--- src/rtl/aspiradora_sensor_conditioner.sv ---
// aspiradora_sensor_conditioner
// Conditions the vacuum robot's raw switch inputs into clean requests for the
// control state machine: 2-flop synchronizers, per-input debouncers, a button
// press pulse, a timed evade (back-off) FSM and a minimum-dwell clean FSM.
// Cleaning and evading are never high together; evade always wins.
//
// Ports:
//   clk       in  system clock, rising edge
//   power_off in  asynchronous active-high reset / power-off request
//   btn_raw   in  raw bouncy power button
//   dirt_raw  in  raw dirt sensor (1 = dirt)
//   bump_raw  in  raw bumper switch (1 = contact)
//   on        out one-cycle pulse per debounced button press
//   cleaning  out clean request
//   evading   out evade request
module aspiradora_sensor_conditioner #(
  parameter int DEB_CYCLES   = 4,
  parameter int CLEAN_MIN    = 16,
  parameter int EVADE_CYCLES = 8,
  parameter int CNT_W        = 8
) (
  input  logic clk,
  input  logic power_off,
  input  logic btn_raw,
  input  logic dirt_raw,
  input  logic bump_raw,
  output logic on,
  output logic cleaning,
  output logic evading
);

  typedef enum logic [1:0] {E_IDLE, E_BACKOFF, E_HOLD} e_state_t;
  typedef enum logic       {C_IDLE, C_ACTIVE}          c_state_t;

  localparam logic [CNT_W-1:0] DEB_LAST   = CNT_W'(DEB_CYCLES - 1);
  localparam logic [CNT_W-1:0] EVADE_LOAD = CNT_W'(EVADE_CYCLES - 1);
  localparam logic [CNT_W-1:0] CLEAN_LOAD = CNT_W'(CLEAN_MIN - 1);

  // Bit 0 = button, bit 1 = dirt, bit 2 = bump.
  logic [2:0]       raw;
  logic [2:0]       s1_q, s1_d, s2_q, s2_d;
  logic [2:0]       db_q, db_d, db_prev_q, db_prev_d;
  logic [CNT_W-1:0] cnt_q [3];
  logic [CNT_W-1:0] cnt_d [3];

  e_state_t         e_state_q, e_state_d;
  c_state_t         c_state_q, c_state_d;
  logic [CNT_W-1:0] etimer_q, etimer_d;
  logic [CNT_W-1:0] ctimer_q, ctimer_d;
  logic             on_q, on_d;

  logic btn_rise, bump_rise, dirt_db, bump_db;

  assign raw = {bump_raw, dirt_raw, btn_raw};

  always_comb begin
    s1_d      = raw;
    s2_d      = s1_q;
    db_d      = db_q;
    db_prev_d = db_q;
    for (int i = 0; i < 3; i++) begin
      cnt_d[i] = cnt_q[i];
      if (s2_q[i] == db_q[i]) begin
        cnt_d[i] = '0;
      end else if (cnt_q[i] == DEB_LAST) begin
        // This cycle is the DEB_CYCLES-th consecutive disagreement.
        db_d[i]  = s2_q[i];
        cnt_d[i] = '0;
      end else begin
        cnt_d[i] = cnt_q[i] + 1'b1;
      end
    end
  end

  // Edges are taken from registered debounced values so both FSMs see
  // the same edge in the same cycle.
  assign btn_rise  = db_q[0] & ~db_prev_q[0];
  assign bump_rise = db_q[2] & ~db_prev_q[2];
  assign dirt_db   = db_q[1];
  assign bump_db   = db_q[2];

  always_comb begin
    on_d = btn_rise;

    e_state_d = e_state_q;
    etimer_d  = etimer_q;
    unique case (e_state_q)
      E_IDLE: begin
        if (bump_rise) begin
          e_state_d = E_BACKOFF;
          etimer_d  = EVADE_LOAD;
        end
      end
      E_BACKOFF: begin
        if (bump_rise) begin
          etimer_d = EVADE_LOAD;
        end else if (etimer_q == '0) begin
          e_state_d = bump_db ? E_HOLD : E_IDLE;
        end else begin
          etimer_d = etimer_q - 1'b1;
        end
      end
      E_HOLD: begin
        if (!bump_db) e_state_d = E_IDLE;
      end
      default: e_state_d = E_IDLE;
    endcase

    c_state_d = c_state_q;
    ctimer_d  = ctimer_q;
    unique case (c_state_q)
      C_IDLE: begin
        // Evade must be idle and not about to start, so the two outputs
        // can never overlap.
        if (dirt_db && (e_state_q == E_IDLE) && !bump_rise) begin
          c_state_d = C_ACTIVE;
          ctimer_d  = CLEAN_LOAD;
        end
      end
      C_ACTIVE: begin
        if (ctimer_q != '0) ctimer_d = ctimer_q - 1'b1;
        if (bump_rise) begin
          c_state_d = C_IDLE;
        end else if ((ctimer_q == '0) && !dirt_db) begin
          c_state_d = C_IDLE;
        end
      end
      default: c_state_d = C_IDLE;
    endcase
  end

  always_ff @(posedge clk or posedge power_off) begin
    if (power_off) begin
      s1_q      <= '0;
      s2_q      <= '0;
      db_q      <= '0;
      db_prev_q <= '0;
      for (int i = 0; i < 3; i++) cnt_q[i] <= '0;
      e_state_q <= E_IDLE;
      c_state_q <= C_IDLE;
      etimer_q  <= '0;
      ctimer_q  <= '0;
      on_q      <= 1'b0;
    end else begin
      s1_q      <= s1_d;
      s2_q      <= s2_d;
      db_q      <= db_d;
      db_prev_q <= db_prev_d;
      for (int i = 0; i < 3; i++) cnt_q[i] <= cnt_d[i];
      e_state_q <= e_state_d;
      c_state_q <= c_state_d;
      etimer_q  <= etimer_d;
      ctimer_q  <= ctimer_d;
      on_q      <= on_d;
    end
  end

  assign on       = on_q;
  assign cleaning = (c_state_q == C_ACTIVE);
  assign evading  = (e_state_q != E_IDLE);

endmodule

--- config.mk ---
export PLATFORM = sky130hd
export DESIGN_NAME = aspiradora_sensor_conditioner
export DESIGN_NICKNAME = d
export VERILOG_FILES = /design/src/rtl/aspiradora_sensor_conditioner.sv
export SDC_FILE = /design/constraint.sdc
export NUM_CORES = 1
export LEC_CHECK = 0
export ABC_CLOCK_PERIOD_IN_PS = 3100
export CAP_MARGIN = 0
export CORE_UTILIZATION = 50
export CTS_CLUSTER_DIAMETER = 40
export DETAILED_ROUTE_END_ITERATION = 16
export PLACE_DENSITY = 0.67
export SYNTH_ARGS = -nofsm -noshare
export SYNTH_HDL_FRONTEND = slang
export SYNTH_SLANG_ARGS = --single-unit
--- constraint.sdc ---
create_clock -name clk -period 3.1 [get_ports clk]
set_input_delay 0.465 -clock clk [delete_from_list [all_inputs] [get_ports clk]]
set_output_delay 0.465 -clock clk [all_outputs]
set_load 0.02 [all_outputs]
## After elaboration in Yosys (flattened, before gate mapping)

Cells that the tools add are included.

- Bits in registers: 56
- Input bits: 5
- Output and inout bits: 3
- Word-level logic and storage cells: 82

- Add/subtract/negate cells: 5
- Equal/unequal tests: 15
- Muxes and demuxes: 23
- Bitwise operators: 8
- Reduce and logical (&&, ||, !) cells: 17

Operators with widths:

| cell | count |
|---|---|
| 2-to-1 mux 8 bit | 11 |
| one-hot mux 8 bit (2 select lines) | 2 |
| adder 8 x 1 -> 8 bit (second input constant) | 3 |
| equality test 8 x 2 -> 1 bit (second input constant) | 3 |
| zero test 8 bit | 2 |
| subtractor 8 x 1 -> 8 bit (second input constant) | 2 |
| 2-to-1 mux 2 bit | 5 |
| inequality test 2 bit (second input constant) | 5 |
| AND reduction 2 bit | 4 |
| nonzero test 8 bit | 1 |
| NOT 1 bit | 6 |
| one-hot mux 2 bit (3 select lines) | 1 |
| AND reduction 4 bit | 1 |
| nonzero test 2 bit | 2 |
| equality test 1 bit | 3 |
| logical AND 1 bit | 3 |
| 2-to-1 mux 1 bit | 3 |
| inequality test 3 bit (second input constant) | 1 |
| AND reduction 3 bit | 1 |
| bitwise AND 1 bit | 2 |
| equality test 2 x 1 -> 1 bit (second input constant) | 1 |
| equality test 2 bit (second input constant) | 1 |
| zero test 1 bit | 2 |
| zero test 2 bit | 1 |
| 2 further kinds | 2 |

## Logic depth before layout (Yosys ltp)

Gate-level depths: netlist of the first run.

- Depth after elaboration: 6
- Gate-level depth with buffers: 6
- Depth with buffers taken out: 6

## Worst setup path before layout of the first run

No wires, ideal clock.

- Path kind: register to register
- From: register etimer_q[0]
- To: register etimer_q[0]
- Setup time: 125 ps
- Data arrival time: 1644 ps
- Data required time: 2975 ps
- Slack: 1332 ps
- Cell stages (with the launch flop): 7
- Path buffers: 0
- Clock period less this slack: 1768 ps
- Cell sequence: dfrtp_1 inv_1 ha_1 or3b_2 o21ai_4 a21oi_2 mux2_2

- Longest elaborated chain between the ends: 4
- Elaborated cells between the ends (all ways): 7
- Classes of those cells: add/sub (1); eq/ne (1); mux (3); reduce/logical (2)

Ends and longest elaborated chain:

| item | RTL line | source |
|---|---|---|
| start, declared | 48 | `logic [CNT_W-1:0] etimer_q, etimer_d;` |
| start signal, assigned | 152 | `etimer_q <= etimer_d;` |
| subtractor 8 x 1 -> 8 bit | 100 | `etimer_d = etimer_q - 1'b1;` |
| 2-to-1 mux 8 bit | 97 | `end else if (etimer_q == '0) begin` |
| 2-to-1 mux 8 bit | 95 | `if (bump_rise) begin` |
| one-hot mux 8 bit (2 select lines) | 87 | `unique case (e_state_q)` |

Parallel ways exist; a longest one is shown, timed or not. The select of a mux whose other input is x is not followed.
A chain may end at the register's enable or synchronous reset.

## Worst setup path in the final report of the first run

- From: register e_state_q[0]
- To: output evading

- Longest elaborated chain between the ends: 1

Ends and longest elaborated chain:

| item | RTL line | source |
|---|---|---|
| start, declared | 46 | `e_state_t e_state_q, e_state_d;` |
| start signal, assigned | 150 | `e_state_q <= e_state_d;` |
| nonzero test 2 bit | 160 | `assign evading = (e_state_q != E_IDLE);` |
| end, declared | 29 | `output logic evading` |

No other way between the ends.

==> results.py, run 1 <==
metrics = {
    "run_status": {
        "status": "complete, no violations",
    },
    "grt": {
        "grt_pass1_wl_um": 6830,
        "grtUsageTotal": 0.170,
        "grt_max_degree": 31,
        "overflow": 0,
        "grt_pass1_vias": 1545,
        "antenna_found_initial": 0,
    },
    "logic_synthesis": {
        "synth-edff-count": 0,
        "synth.cell_area_um2": 2520,
        "synth-main-ff-cell": "dfrtp_1",
        "syn_nets": 240,
        "synth_cells": 229,
        "async_flop_share": 1.00,
        "synth_cell_types": 47,
        "synth_warnings": 0,
        "ys_ff_latch": 55,
        "avgSynthCellArea_um2": 11.0,
        "ys_seq_area_frac": 0.547,
    },
    "clock_tree": {
        "cts_buffer_depth": 2,
        "postCtsSetupRepairBufs": 0,
        "clkSlewWorstSetupHoldPaths_ns": 0.10,
        "clk_latency_ns": 0.30,
        "ctsHoldBuffers": 0,
        "root_buffer": "clkbuf_8",
        "cts_resized": 0,
        "cts_tree": "built",
        "cts_sinks": 55,
        "htreeDepth": 2,
        "cts_made_buffers": 5,
    },
    "placed_design": {
        "post-place-ws_ns": 1.19,
        "dpl.hpwl_um": 2700,
        "portBuffers": 7,
        "place_congestion": 0.827,
    },
    "job": {
        "drv_cap": 0,
    },
    "critical_path": {
        "critical_path_class": "reg -> out",
        "arrival_ns": 1.63,
        "r2r_slack_ns": 1.15,
        "path_max_fanout": 8,
        "setup.worst_path.end_class": "output port",
        "r2r_start": "etimer_q[0]",
        "required_ns": 2.63,
        "ff2ff_path_depth": 6,
        "r2r-end": "etimer_q[7]",
        "start_kind": "flip-flop",
    },
    "layout": {
        "syn_to_final_growth_pct": 11.1,
        "drive_gt1_frac": 0.0947,
        "seqCellArea_um2": 1380,
        "fill_cells": 413,
        "multi_input_area_um2": 1080,
        "final_common_cell": "dfrtp_1",
        "nets": 253,
        "antenna_cells": 0,
        "final_cell_mix": "55 x dfrtp_1, 24 x nor2_1, 19 x nand3_1",
    },
    "min_path": {
        "whs_path_depth": 0,
        "hp-start": "s1_q[2]",
        "hold_path_end": "s2_q[2]",
        "min_path_type": "reg -> reg",
    },
    "routing": {
        "ant_nets": 0,
        "avgViaCountPerCell": 5.31,
        "drcViolationCount": 0,
        "drt_wl_total_um": 3910,
        "vias": 1646,
        "post_drt_wl_per_cell_um": 12.6,
        "drt_iter0_markers": 67,
        "dr.pass1.iters": 4,
    },
    "sta": {
        "fin_hold_ws_ns": 0.356,
        "worst_slack_ns": 1.00,
        "period_needed_ns": 2.10,
        "rsz0062_at_grt": "no",
        "setup_viol": 0,
        "worstMarginPinSlew_ns": 0.598,
        "hold_viol": 0,
        "fmax_mhz": 477,
        "post-route-period-util": 0.676,
        "skew_ns": 0.00747,
        "max_slew_margin": 0.601,
        "setup_tns_ns": 0,
        "drv_slew": 0,
    },
    "floorplan": {
        "start_util": 0.526,
        "num_rows": 25,
        "core_region_area_um2": 4790,
        "die_h_um": 72.9,
        "die_x_um": 72.9,
        "io_pins": 8,
        "die_area_um2": 5320,
    },
    "power_and_ir_drop": {
        "p_int_uw": 1560,
        "switchingPower_uw": 824,
        "p_leak_uw": 0.00125,
        "ir_worst_vdd_v": 0.000445,
        "clkPwrFrac": 0.229,
        "comb_power_share": 0.305,
        "p_seq_frac": 0.466,
        "switching_share": 0.346,
        "power_density_nw_per_um2": 851,
    },
}
## how the worst max path moves through the flow
| stage | start | end | cells after the start |
|---|---|---|---|
| 2_1_floorplan | power_off | cleaning | 1 |
| 3_3_place_gp | etimer_q[0] | etimer_q[7] | 6 |
| 3_5_place_dp | etimer_q[1] | etimer_q[7] | 6 |
| 4_1_cts | e_state_q[0] | evading | 3 |
| 5_1_grt | e_state_q[1] | evading | 3 |
| 6_report | e_state_q[0] | evading | 3 |
## registers in the layout, summed over array words and instances (netlist names)
| signal | cells |
|---|---|
| on | 1 |
| etimer_q | 8 |
| db_prev_d | 3 |
| s1_q | 3 |
| cnt_q | 24 |
| cleaning | 1 |
| db_prev_q | 2 |
| s2_q | 3 |
| ctimer_q | 8 |
| e_state_q | 2 |
## cell families (layout without fill, tap and decap cells)
family,Yosys count,after routing,share of synthesized area
and+or+nand+nor,97,97,0.202
adders and majority gates,6,6,0.0298
DFF,55,55,0.547
xor gates and xnor gates,22,22,0.0766
muxes,5,5,0.0219
AOI/OAI and AO/OA,30,30,0.0975
buffers and inverters,14,28,0.0249
## cell type report
cell class                      count  area share
Tap cell                           67      0.0300
Sequential cell                    55       0.492
Timing Repair Buffer                9      0.0304
Clock inverter                      2      0.0215
Inverter                           11      0.0148
Clock buffer                        6      0.0260
Multi-Input combinational cell    160       0.385
## synth_stat cells (3+ instances only)
master	count	area (µm²)
dfrtp_1	55	1380
nor2_1	24	90.1
nand3_1	19	95.1
nand2_1	17	63.8
xor2_1	17	149
inv_1	11	41.3
and3_1	8	50.1
ha_1	6	75.1
nor2b_1	5	31.3
o21ai_0	5	25.0
xnor2_1	5	43.8
mux2_2	4	45.0
nor3_1	4	20.0
a21oi_1	3	15.0
nor4_1	3	18.8
o21a_1	3	22.5
or3_1	3	18.8
## metrics by stage
step                       util  total power (µW)  area, µm²  instances
after floorplan               -              1680       2520        229
after detailed placement  0.557              1850       2660        302
after global placement    0.557              1840       2660        302
after global routing      0.584              2550       2800        310
after CTS                 0.584              2410       2800        310
final                     0.584              2380       2800        310
## critical path: stages (launching register included)
cell             delay, ns
dfrtp_1               0.49
nor2_1                0.24
inv_1                 0.06
clkdlybuf4s50_1       0.53
## power by group through the flow
stage / Sequential [µW] / Combinational [µW] / Clock [µW]
finish: 1110 / 727 / 546
global route: 1140 / 825 / 587
CTS: 1110 / 741 / 560
detailed placement: 1120 / 733 / 0
global placement: 1120 / 719 / 0
floorplan: 1080 / 598 / 0
## routing by layer
| layer | wire length [µm] | share of wire | vias up | GRT usage |
|---|---|---|---|---|
| li1 | - | - | 828 | - |
| met1 | 2010 | 0.51 | 796 | 0.228 |
| met2 | 1740 | 0.44 | 16 | 0.268 |
| met3 | 101 | 0.026 | 6 | 0.0456 |
| met4 | 59 | 0.015 | 0 | 0.0588 |
| met5 | 0 | 0 | - | 0 |
Note: power is estimated with default switching activity, not from simulation.
==> run 2: changes to the inputs <==
--- a/config.mk
+++ b/config.mk
@@ -5,7 +5,7 @@
 export SDC_FILE = /design/constraint.sdc
 export NUM_CORES = 1
 export LEC_CHECK = 0
-export ABC_CLOCK_PERIOD_IN_PS = 3100
+export ABC_CLOCK_PERIOD_IN_PS = 2150
 export CAP_MARGIN = 0
 export CORE_UTILIZATION = 50
 export CTS_CLUSTER_DIAMETER = 40
==> constraint.sdc (replaced) <==
create_clock -name clk -period 2.15 [get_ports clk]
set_input_delay 0.3225 -clock clk [delete_from_list [all_inputs] [get_ports clk]]
set_output_delay 0.3225 -clock clk [all_outputs]
set_load 0.02 [all_outputs]
==> results.py, run 2 (synthesis gave the netlist of run 1 again) <==
metrics = {
    "critical_path": {
        "ff2ff_path_depth": 6,
        "setup.worst_path.end_class": "flip-flop",
        "path_max_fanout": 6,
        "critical_path_class": "reg -> reg",
        "required_ns": 2.33,
        "r2r_start": "etimer_q[0]",
        "arrival_ns": 2.14,
        "startpoint": "etimer_q[0]",
        "r2r_slack_ns": 0.19,
        "critPathCapture": "etimer_q[7]",
        "r2r-end": "etimer_q[7]",
        "start_kind": "flip-flop",
    },
    "power_and_ir_drop": {
        "power_density_nw_per_um2": 1210,
        "ir_worst_vdd_v": 0.000698,
        "p_leak_uw": 0.00126,
    },
    "placed_design": {
        "portBuffers": 7,
        "place_congestion": 0.797,
        "dpl.hpwl_um": 2830,
        "post-place-ws_ns": 0.229,
        "dpl.cell_count": 303,
    },
    "sta": {
        "worst_slack_ns": 0.189,
        "max_slew_margin": 0.711,
        "drv_slew": 0,
        "setup_tns_ns": 0,
        "worstMarginPinSlew_ns": 0.430,
        "hold_viol": 0,
        "fin_hold_ws_ns": 0.360,
        "post-route-period-util": 0.912,
        "setup_viol": 0,
        "skew_ns": 0.00707,
        "rsz0062_at_grt": "no",
        "period_needed_ns": 1.96,
        "fmax_mhz": 510,
    },
    "clock_tree": {
        "cts_sinks": 55,
        "cts_tree": "built",
        "cts_made_buffers": 5,
        "postCtsSetupRepairBufs": 0,
        "clk_latency_ns": 0.30,
        "htreeDepth": 2,
        "cts_resized": 0,
        "ctsHoldBuffers": 0,
        "root_buffer": "clkbuf_8",
        "clkSlewWorstSetupHoldPaths_ns": 0.11,
        "cts_buffer_depth": 2,
    },
    "layout": {
        "reg_top3": "cnt_q (24), ctimer_q (8), etimer_q (8)",
        "max_flop_register": "cnt_q",
        "drive_gt1_frac": 0.102,
        "largest_reg_flops": 24,
        "final_cell_mix": "55 x dfrtp_1, 24 x nor2_1, 19 x nand3_1",
        "nets": 254,
        "syn_to_final_growth_pct": 11.4,
        "fin_cells": 311,
        "fill_cells": 419,
        "final_common_cell": "dfrtp_1",
        "antenna_cells": 0,
    },
    "grt": {
        "grt_pass1_vias": 1630,
        "grt_pass1_wl_um": 7300,
        "antenna_found_initial": 0,
        "grt_max_degree": 56,
        "grtUsageTotal": 0.180,
        "overflow": 0,
    },
    "floorplan": {
        "core_region_area_um2": 4790,
        "die_x_um": 72.9,
        "num_rows": 25,
        "io_pins": 8,
        "die_area_um2": 5320,
        "die_h_um": 72.9,
        "start_util": 0.526,
    },
    "routing": {
        "wl_met1_um": 2010,
        "dr.pass1.iters": 4,
        "avgViaCountPerCell": 5.32,
        "drt_wl_total_um": 4150,
        "post_drt_wl_per_cell_um": 13.3,
        "wl_met3_um": 128,
        "drt_iter0_markers": 128,
        "ant_nets": 0,
        "drcViolationCount": 0,
        "wl_met2_um": 1990,
        "vias": 1656,
        "highest_layer": "met4",
    },
    "job": {
        "drv_cap": 0,
    },
    "min_path": {
        "min_path_type": "reg -> reg",
    },
    "run_status": {
        "status": "complete, no violations",
    },
}
run 2: worst min-delay path by stage:
stage                       start       to  depth (start not counted)
after global routing      s1_q[1]  s2_q[1]                          0
after floorplan           s1_q[0]  s2_q[0]                          0
after CTS                 s1_q[1]  s2_q[1]                          0
after detailed placement  s1_q[1]  s2_q[1]                          0
final                     s1_q[1]  s2_q[1]                          0
after global placement    s1_q[0]  s2_q[0]                          0
run 2: power breakdown:
part           switching [µW]  internal (µW)
combinational             609            499
sequential                280           1300
clock                     351            360
total                    1240           2150
run 2: per-layer routing:
metal  vias to the layer above  GRT usage
met2                        22      0.286
li1                        830          -
met5                         -          0
met1                       802      0.251
met4                         0     0.0458
met3                         2     0.0414
run 2: final cells by class:
cell class              instances  area (µm²)  share of cell area
clock inverters                 3        50.0              0.0179
repair buffers                 10         105              0.0375
inverters                      11        41.3              0.0147
multi-input cells             160        1080               0.384
flip-flops and latches         55        1380               0.491
well taps                      67        83.8              0.0299
clock buffers                   5        68.8              0.0246
run 2: stage by stage:
stage / power, µW / util / cell area [µm²]
CTS: 3420 / 0.586 / 2800
global route: 3630 / 0.586 / 2800
floorplan: 2420 / - / 2520
detailed placement: 2700 / 0.561 / 2680
finish: 3390 / 0.586 / 2800
global placement: 2660 / 0.561 / 2680
run 2: critical path, stage by stage, from the launching register on:
cell      delay (ns)
dfrtp_1         0.44
inv_1           0.08
ha_1            0.16
or3b_2          0.55
o211ai_2        0.34
or3_1           0.17
o221ai_1        0.10
==> run 3: changes to the inputs <==
--- a/config.mk
+++ b/config.mk
@@ -7,10 +7,10 @@
 export LEC_CHECK = 0
 export ABC_CLOCK_PERIOD_IN_PS = 2150
 export CAP_MARGIN = 0
-export CORE_UTILIZATION = 50
+export CORE_UTILIZATION = 45
 export CTS_CLUSTER_DIAMETER = 40
 export DETAILED_ROUTE_END_ITERATION = 16
-export PLACE_DENSITY = 0.67
+export PLACE_DENSITY = 0.61
 export SYNTH_ARGS = -nofsm -noshare
 export SYNTH_HDL_FRONTEND = slang
 export SYNTH_SLANG_ARGS = --single-unit
==> results.py, run 3 (synthesis gave the netlist of run 1 again) <==
metrics = {
    "run_status": {
        "status": "complete, no violations",
    },
    "clock_tree": {
        "cts_buffer_depth": 2,
        "clk_latency_ns": 0.29,
        "root_buffer": "clkbuf_8",
        "htreeDepth": 2,
        "ctsHoldBuffers": 0,
        "cts_tree": "built",
        "cts_resized": 0,
        "clkSlewWorstSetupHoldPaths_ns": 0.09,
        "postCtsSetupRepairBufs": 0,
        "cts_sinks": 55,
        "cts_made_buffers": 5,
    },
    "critical_path": {
        "arrival_ns": 2.08,
        "critical_path_class": "reg -> reg",
        "setup.worst_path.end_class": "flip-flop",
        "startpoint": "etimer_q[0]",
        "critPathCapture": "etimer_q[0]",
        "path_max_fanout": 5,
        "required_ns": 2.33,
        "r2r_slack_ns": 0.25,
        "ff2ff_path_depth": 6,
        "r2r_start": "etimer_q[0]",
        "r2r-end": "etimer_q[0]",
        "start_kind": "flip-flop",
    },
    "layout": {
        "drive_gt1_frac": 0.0984,
        "nets": 254,
        "syn_to_final_growth_pct": 10.8,
        "max_flop_register": "cnt_q",
        "final_common_cell": "dfrtp_1",
        "stdcell_area_um2": 2790,
        "final_cell_mix": "55 x dfrtp_1, 24 x nor2_1, 19 x nand3_1",
        "reg_top3": "cnt_q (24), ctimer_q (8), etimer_q (8)",
        "antenna_cells": 0,
        "largest_reg_flops": 24,
    },
    "sta": {
        "setup_tns_ns": 0,
        "fmax_mhz": 528,
        "period_needed_ns": 1.90,
        "drv_slew": 0,
        "rsz0062_at_grt": "no",
        "max_slew_margin": 0.702,
        "hold_viol": 0,
        "worstMarginPinSlew_ns": 0.444,
        "post-route-period-util": 0.882,
        "skew_ns": 0.00514,
        "setup_viol": 0,
    },
    "grt": {
        "antenna_found_initial": 0,
        "overflow": 0,
        "grt_pass1_wl_um": 7290,
        "grt_pass1_vias": 1598,
        "grtUsageTotal": 0.155,
        "grt_max_degree": 38,
    },
    "routing": {
        "post_drt_wl_per_cell_um": 12.7,
        "drt_wl_total_um": 4000,
        "dr.pass1.iters": 4,
        "vias": 1616,
        "avgViaCountPerCell": 5.15,
        "drt_iter0_markers": 79,
        "ant_nets": 0,
        "drcViolationCount": 0,
    },
    "floorplan": {
        "start_util": 0.480,
        "die_h_um": 76.8,
        "core_region_area_um2": 5240,
        "num_rows": 26,
        "die_area_um2": 5890,
        "io_pins": 8,
        "die_x_um": 76.8,
    },
    "power_and_ir_drop": {
        "p_leak_uw": 0.00125,
        "ir_worst_vdd_v": 0.000669,
        "power_density_nw_per_um2": 1170,
    },
    "placed_design": {
        "place_congestion": 0.789,
        "portBuffers": 7,
        "dpl.hpwl_um": 2820,
        "place_area_um2": 2690,
    },
    "job": {
        "drv_cap": 0,
    },
    "min_path": {
        "min_path_type": "in -> async",
    },
}
run 3: cell count changes in the layout (fill, tap and decap cells not counted), sizes merged:
cell / before / now
bufinv: 1 / 0
clkbuf: 5 / 8
inv: 13 / 11
run 3: critical path, stage by stage, from the launching register on:
cell and delay (ns):
dfrtp_1 0.43, inv_1 0.07, ha_1 0.17, or3b_2 0.54
o21ai_4 0.19, a21oi_2 0.10, mux2_2 0.28
run 3: worst min path at each step:
stage / to / depth (start not counted) / slack [ns]
floorplan: s2_q[0] / 0 / 0.33
global placement: s2_q[0] / 0 / 0.33
detailed placement: s2_q[2] / 0 / 0.34
CTS: s1_q[2] / 2 / 0.33
global route: s2_q[0] / 0 / 0.36
finish: s1_q[2] / 2 / 0.33
run 3: final cells by class:
type | count | area [µm²]
flip-flops and latches | 55 | 1380
fillers | 474 | 2450
clock buffers | 8 | 100
repair buffers | 10 | 105
well taps | 70 | 87.6
multi-input cells | 160 | 1080
inverters | 11 | 41.3
run 3: stage by stage:
step	worst slack [ns]	hold WS (ns)	instances	util	total power (µW)
6_report	0.254	0.331	314	0.532	3260
5_1_grt	0.151	0.364	314	0.532	3520
4_1_cts	0.243	0.333	314	0.532	3300
3_5_place_dp	0.252	0.343	306	0.513	2690
3_3_place_gp	0.279	0.332	306	0.513	2680
2_1_floorplan	0.382	0.331	229	-	2420
run 3: per-layer routing:
layer  wire length, µm  up-vias  track usage
met2              1750       10        0.228
met5                 0        -            0
li1                  -      828            -
met1              2130      776        0.224
met3                86        2       0.0357
met4                35        0       0.0519
run 3: where the power goes:
| group | internal [µW] | switching (µW) | leakage (µW) |
|---|---|---|---|
| Sequential | 1300 | 280 | 0.000704 |
| Clock | 294 | 298 | 0.0000515 |
| Combinational | 498 | 593 | 0.000492 |
